### src/rtl/alu_pkg.sv
`default_nettype none
// ============================================================================
// Module      : alu_pkg
// Description : Shared types and constants for the ALU operand sequencer:
//               FSM state encoding, operand width and the default
//               debounce interval.
// Revision    : 1.0 - initial release
// ============================================================================
package alu_pkg;

    // Width of each ALU operand taken from the slide switches
    localparam int c_OPERAND_W = 4;

    // Stable cycles needed to accept a button level change (10 ms at 50 MHz)
    localparam int c_DEBOUNCE_CYCLES_DEFAULT = 500000;

    // Sequencer states; the codes drive the board LEDs directly.
    // 2'b11 is never entered and falls back to WAIT_A.
    typedef enum logic [1:0] {
        WAIT_A = 2'b00,
        WAIT_B = 2'b01,
        HOLD   = 2'b10
    } alu_state_t;

endpackage
`default_nettype wire

### src/rtl/btn_debounce.sv
`default_nettype none
// ============================================================================
// Module      : btn_debounce
// Description : Synchronizes a raw push button, debounces it with a
//               consecutive-stable-cycle counter and emits a one-cycle
//               press pulse on each accepted 0->1 transition.
// Revision    : 1.0 - initial release
// ============================================================================
module btn_debounce
    import alu_pkg::*;
#(
    parameter int DEBOUNCE_CYCLES = c_DEBOUNCE_CYCLES_DEFAULT
) (
    input  logic clk,
    input  logic rst_n,
    input  logic btn,
    output logic press
);

    // The counter only ever reaches DEBOUNCE_CYCLES-1: on that cycle the
    // level flips and the counter clears instead of incrementing.
    localparam int                 c_CNT_W    = $clog2(DEBOUNCE_CYCLES);
    localparam logic [c_CNT_W-1:0] c_CNT_LAST = c_CNT_W'(DEBOUNCE_CYCLES - 1);

    logic               meta_q,  meta_d;
    logic               sync_q,  sync_d;
    logic               level_q, level_d;
    logic               press_q, press_d;
    logic [c_CNT_W-1:0] cnt_q,   cnt_d;

    // Next-state: two-flop synchronizer, then count cycles of disagreement
    always_comb begin
        meta_d  = btn;
        sync_d  = meta_q;
        level_d = level_q;
        cnt_d   = '0;
        press_d = 1'b0;
        if (sync_q != level_q) begin
            if (cnt_q == c_CNT_LAST) begin
                level_d = ~level_q;
                // Only a rising debounced edge counts as a press
                press_d = ~level_q;
            end else begin
                cnt_d = cnt_q + 1'b1;
            end
        end
    end

    // State registers, cleared asynchronously
    always_ff @(posedge clk or negedge rst_n) begin
        if (!rst_n) begin
            meta_q  <= 1'b0;
            sync_q  <= 1'b0;
            level_q <= 1'b0;
            press_q <= 1'b0;
            cnt_q   <= '0;
        end else begin
            meta_q  <= meta_d;
            sync_q  <= sync_d;
            level_q <= level_d;
            press_q <= press_d;
            cnt_q   <= cnt_d;
        end
    end

    assign press = press_q;

endmodule
`default_nettype wire

### src/rtl/alu_input_sequencer.sv
`default_nettype none
// ============================================================================
// Module      : alu_input_sequencer
// Description : Captures two 4-bit ALU operands from slide switches using a
//               single debounced push button: press 1 latches A, press 2
//               latches B and raises operands_valid, press 3 clears both.
// Revision    : 1.0 - initial release
// ============================================================================
module alu_input_sequencer
    import alu_pkg::*;
#(
    parameter int DEBOUNCE_CYCLES = c_DEBOUNCE_CYCLES_DEFAULT
) (
    input  logic                   clk,
    input  logic                   rst_n,
    input  logic [c_OPERAND_W-1:0] sw,
    input  logic                   btn,
    output logic [c_OPERAND_W-1:0] a,
    output logic [c_OPERAND_W-1:0] b,
    output logic                   operands_valid,
    output logic [1:0]             state
);

    logic                   press;
    logic [c_OPERAND_W-1:0] sw_meta_q, sw_meta_d;
    logic [c_OPERAND_W-1:0] sw_sync_q, sw_sync_d;
    logic [c_OPERAND_W-1:0] a_q,       a_d;
    logic [c_OPERAND_W-1:0] b_q,       b_d;
    logic                   valid_q,   valid_d;
    alu_state_t             state_q,   state_d;

    btn_debounce #(
        .DEBOUNCE_CYCLES (DEBOUNCE_CYCLES)
    ) u_btn_debounce (
        .clk   (clk),
        .rst_n (rst_n),
        .btn   (btn),
        .press (press)
    );

    // Next-state: switch synchronizer and press-driven operand sequencing
    always_comb begin
        sw_meta_d = sw;
        sw_sync_d = sw_meta_q;
        a_d       = a_q;
        b_d       = b_q;
        valid_d   = valid_q;
        state_d   = state_q;
        case (state_q)
            WAIT_A: begin
                if (press) begin
                    a_d     = sw_sync_q;
                    state_d = WAIT_B;
                end
            end
            WAIT_B: begin
                if (press) begin
                    b_d     = sw_sync_q;
                    valid_d = 1'b1;
                    state_d = HOLD;
                end
            end
            HOLD: begin
                if (press) begin
                    a_d     = '0;
                    b_d     = '0;
                    valid_d = 1'b0;
                    state_d = WAIT_A;
                end
            end
            default: begin
                // Illegal code: return to a clean WAIT_A so valid tracks HOLD
                a_d     = '0;
                b_d     = '0;
                valid_d = 1'b0;
                state_d = WAIT_A;
            end
        endcase
    end

    // State and operand registers, cleared asynchronously
    always_ff @(posedge clk or negedge rst_n) begin
        if (!rst_n) begin
            sw_meta_q <= '0;
            sw_sync_q <= '0;
            a_q       <= '0;
            b_q       <= '0;
            valid_q   <= 1'b0;
            state_q   <= WAIT_A;
        end else begin
            sw_meta_q <= sw_meta_d;
            sw_sync_q <= sw_sync_d;
            a_q       <= a_d;
            b_q       <= b_d;
            valid_q   <= valid_d;
            state_q   <= state_d;
        end
    end

    assign a              = a_q;
    assign b              = b_q;
    assign operands_valid = valid_q;
    assign state          = state_q;

endmodule
`default_nettype wire

### config.mk
export PLATFORM = sky130hd
export DESIGN_NAME = alu_input_sequencer
export DESIGN_NICKNAME = d
export VERILOG_FILES = /design/src/rtl/alu_pkg.sv /design/src/rtl/btn_debounce.sv /design/src/rtl/alu_input_sequencer.sv
export SDC_FILE = /design/constraint.sdc
export NUM_CORES = 1
export LEC_CHECK = 0
export ABC_AREA = 0
export BUFFER_PORTS_ARGS = -buffer_cell sky130_fd_sc_hd__buf_2
export CORE_UTILIZATION = 45
export DETAILED_ROUTE_END_ITERATION = 10
export GPL_TIMING_DRIVEN = 0
export PLACE_DENSITY = 0.67
export SLEW_MARGIN = 20
export SYNTH_ARGS = -nofsm -noshare
export SYNTH_HDL_FRONTEND = slang
export SYNTH_SLANG_ARGS = --single-unit
### constraint.sdc
create_clock -name clk -period 2.8 [get_ports clk]
set_input_delay 0.28 -clock clk [delete_from_list [all_inputs] [get_ports clk]]
set_output_delay 0.28 -clock clk [all_outputs]
set_load 0.02 [all_outputs]
==> impl_summary.log <==
INFO  metric diodes = 0
INFO  metric drive_above_1_share = 18.8%
INFO  metric critPathLaunchType = register
INFO  metric wl_per_cell = 12.8 um
INFO  metric tritonroute_pass_1_iters = 4
INFO  metric synth_sequential_area_ratio = approximately three fifths
INFO  metric start_util = roughly 47%
INFO  metric dp_hpwl = ~2100 um
INFO  metric synth_cell_type_count = 32
INFO  metric fp.dieH = 64.5 um
INFO  metric crit_top_cell = or4_1
INFO  metric antenna_found_initial = 0
INFO  metric route.detailed.drc = 0
INFO  metric synth_fp_nets = between 150 and 200
INFO  metric nets = approximately 190
INFO  metric worstMarginPinSlew = 891 ps
INFO  metric dieWidth = roughly 65 um
INFO  metric sequence_of_cells_on_the_critical_path = or4_1 > or4_1 > o21ai_4 > buf_4 > nor2_1
INFO  metric cts-buffers-inserted = 5
INFO  metric outcome = completed
INFO  metric syn2layout_area_growth = 14.7%
INFO  metric critical_path.max_stage_delay = ~520 ps
INFO  metric cts_num_sinks = 42
INFO  metric worstPathMaxFanout = 10
INFO  metric netlist_area_pre_place = 1760 um^2
INFO  metric timing_worst_setup_path_type = register to register
INFO  metric drv.max_cap_violation_count = 0
INFO  metric cts.path.max_buffers = 2
INFO  metric total_negative_slack = 0 ps
INFO  metric gpl.final_weighted_congestion = 0.774
INFO  metric cellPowerDensity = ~560 nW/um^2
INFO  metric routed-via-count = about 1200
INFO  metric cp.buffers_inverters = 1
INFO  metric period_share = just under 80%
INFO  metric clk_pin_slew = roughly 80 ps
INFO  metric drt_iter0_markers = just over 60
INFO  metric asyncSetResetFlopFracSynth = 100%
INFO  metric std_cell_rows = 22
INFO  metric tritoncts_clock_tree = yes
INFO  metric area_of_the_multi_input_gates = 671 um^2
INFO  metric synth.top_cells.by_count = dfrtp_1 (42), nor2_1 (24), nand2_1 (17)
INFO  metric placed_cell_area = 1910 um^2
INFO  metric number_of_instances_in_the_synthesized_netlist = about 160
INFO  metric finalWirelength = around 3000 um
INFO  metric timing.critical_path.slowest_stage_cell = or4_1
INFO  metric finalSetupViolCount = 0
INFO  metric min_period = 2160 ps
INFO  metric netlist_top_cells_area = dfrtp_1 (60%), xnor2_1 (6.0%), nor2_1 (5.1%)
INFO  metric synth_top_area_cell = dfrtp_1
INFO  metric core_area = between 3000 and 4000 um^2
INFO  metric h-tree-depth = 2
INFO  metric numPortBuffers = 17
INFO  metric p_leak = around 0.88 nW
INFO  metric synth_top_cell_area_share = 59.7%
INFO  metric track_usage = between 10% and 20%
INFO  metric design.die.area = between 4000 and 5000 um^2
INFO  metric critical-path-top-delay-family = simple AND/OR/NAND/NOR gates
INFO  metric setup.worst_path.end_class = register
INFO  metric data_arrival_time_at_the_worst_slack_endpoint = 2340 ps
INFO  metric timing.hold.worst.class = input pin to register
INFO  metric grt_start_max_net_pins = 43
INFO  metric clk_latency = 300 ps
INFO  metric skew = approximately 6.3 ps
INFO  metric root_buffer = clkbuf_8
INFO  metric rsz0062_at_grt = false
INFO  metric syn_avg_cell_area = 10.9 um^2
INFO  metric report.final.hold_viol_count = 0
INFO  metric regArea = between 1000 and 1500 um^2
INFO  metric post_cts_hold_buffer_count = 0
INFO  metric timing.critical_path.required = between 2000 and 3000 ps
INFO  metric worst_ir_drop_vdd = 0.311 mV
INFO  metric fin_area = ~2000 um^2
INFO  metric yosysWarnings = 0
INFO  metric io_pins = 18
INFO  metric synth_enable_flop_cells = 0
INFO  metric grt.overflow.total = 0
INFO  metric worst_slew_margin_rel = around 40%
INFO  metric dominantRegCellSynth = dfrtp_1
INFO  metric first_pass_grt_wire_length = about 5400 um
INFO  metric ant_nets = 0
INFO  metric ctsResizeCount = 0
INFO  metric yosys.cell_count.top_type = dfrtp_1
INFO  metric fmax = approximately 460 MHz
INFO  metric synth-seq-cells = 42
INFO  metric post-cts-setup-buffers = 0
INFO  metric fill_cells = 344
INFO  metric final-max-slew-violation-count = 0
INFO  metric routed_via_count_divided_by_cell_count = 5.12
INFO  metric via_count_of_the_first_global_routing_pass = 1210
-- final timing paths --
path	cells past startpoint	start	slack (ps)	to
max	5	u_btn_debounce.cnt_q[9]$_DFF_PN0_	640	u_btn_debounce.cnt_q[11]$_DFF_PN0_
min reg2reg	0	sw_meta_q[0]$_DFF_PN0_	350	sw_sync_q[0]$_DFF_PN0_
min	1	sw[1]	80	sw_meta_q[1]$_DFF_PN0_
min in group asynchronous	1	rst_n	100	a[2]$_DFFE_PN0P_
max in group asynchronous	1	rst_n	2140	u_btn_debounce.cnt_q[8]$_DFF_PN0_
max reg2reg	5	u_btn_debounce.cnt_q[9]$_DFF_PN0_	640	u_btn_debounce.cnt_q[11]$_DFF_PN0_
-- area by class of cell --
| class | count | area share, % |
|---|---|---|
| flip-flops and latches | 42 | 52.0 |
| multi-input cells | 110 | 33.2 |
| repair buffers | 17 | 4.21 |
| clock buffers | 5 | 3.41 |
| well taps | 48 | 2.97 |
| clock inverters | 3 | 2.23 |
| plain buffers | 5 | 1.18 |
| inverters | 4 | 0.743 |
-- metrics by stage --
step | setup slack [ps] | std cells | hold slack (ps) | power (W) | util [%]
2_1_floorplan | 843 | 161 | -15.6 | 0.000645 | -
3_3_place_gp | 652 | 226 | 334 | 0.000665 | 51.3
3_5_place_dp | 646 | 226 | 338 | 0.000666 | 51.3
4_1_cts | 635 | 234 | 70.7 | 0.00114 | 54.3
5_1_grt | 525 | 234 | 62.2 | 0.00118 | 54.3
6_report | 643 | 234 | 79.7 | 0.00113 | 54.3
-- power breakdown --
group | switching [W] | total [W] | internal (W)
sequential | 0.00000697 | 0.000624 | 0.000617
clock | 0.000211 | 0.000476 | 0.000265
combinational | 0.0000205 | 0.0000287 | 0.00000827
total | 0.000238 | 0.00113 | 0.000890
-- layer usage --
metal	global-route usage, %	vias up	routed length, um
li1	-	601	-
met1	20.7	575	1390
met2	28.2	17	1430
met3	5.81	6	109
met4	7.50	0	56
met5	0	-	0
-- layout by cell type (no fill, tap or decap) --
cell type	instances
nor2b_1	1
bufinv_16	1
buf_4	1
clkinvlp_4	2
nand4_1	2
a21oi_2	1
o21ai_4	1
o21ai_0	9
dfrtp_1	42
or2_2	1
xnor2_1	12
nor4_1	3
clkbuf_8	5
nand4bb_1	2
nand4_2	1
ha_1	1
or3_1	3
clkbuf_1	1
or4_1	4
or4_4	1
nor3_1	2
a21oi_1	9
mux2_2	1
nand3_2	2
buf_2	18
nor2_1	24
o31ai_1	1
inv_1	4
xor2_1	3
and3b_1	1
a32o_1	4
nand2_1	17
and2_1	1
buf_1	2
nand3_1	3
-- logic make-up (layout without fill, tap and decap cells) --
| family | Yosys count | in the layout | share of synthesized area [%] |
|---|---|---|---|
| simple gates | 68 | 68 | 20.0 |
| buf+inv | 9 | 34 | 2.20 |
| flops | 42 | 42 | 59.7 |
| compound gates | 25 | 25 | 9.24 |
| mux | 1 | 1 | 0.640 |
| xor+xnor | 15 | 15 | 7.46 |
| fa+ha+maj | 1 | 1 | 0.711 |
-- flip-flops by register name, indices dropped and copies added (netlist names) --
name                    cells
u_btn_debounce.cnt_q       19
a                           4
b                           4
sw_meta_q                   4
sw_sync_q                   4
state                       2
operands_valid              1
u_btn_debounce.level_q      1
u_btn_debounce.meta_q       1
u_btn_debounce.press        1
u_btn_debounce.sync_q       1
-- worst register-to-register path, stage by stage, from the launching register on --
cell and delay [ps]:
dfrtp_1 420, or4_1 520, or4_1 480, o21ai_4 310
buf_4 250, nor2_1 70
Power figures use the tool's default switching activity.
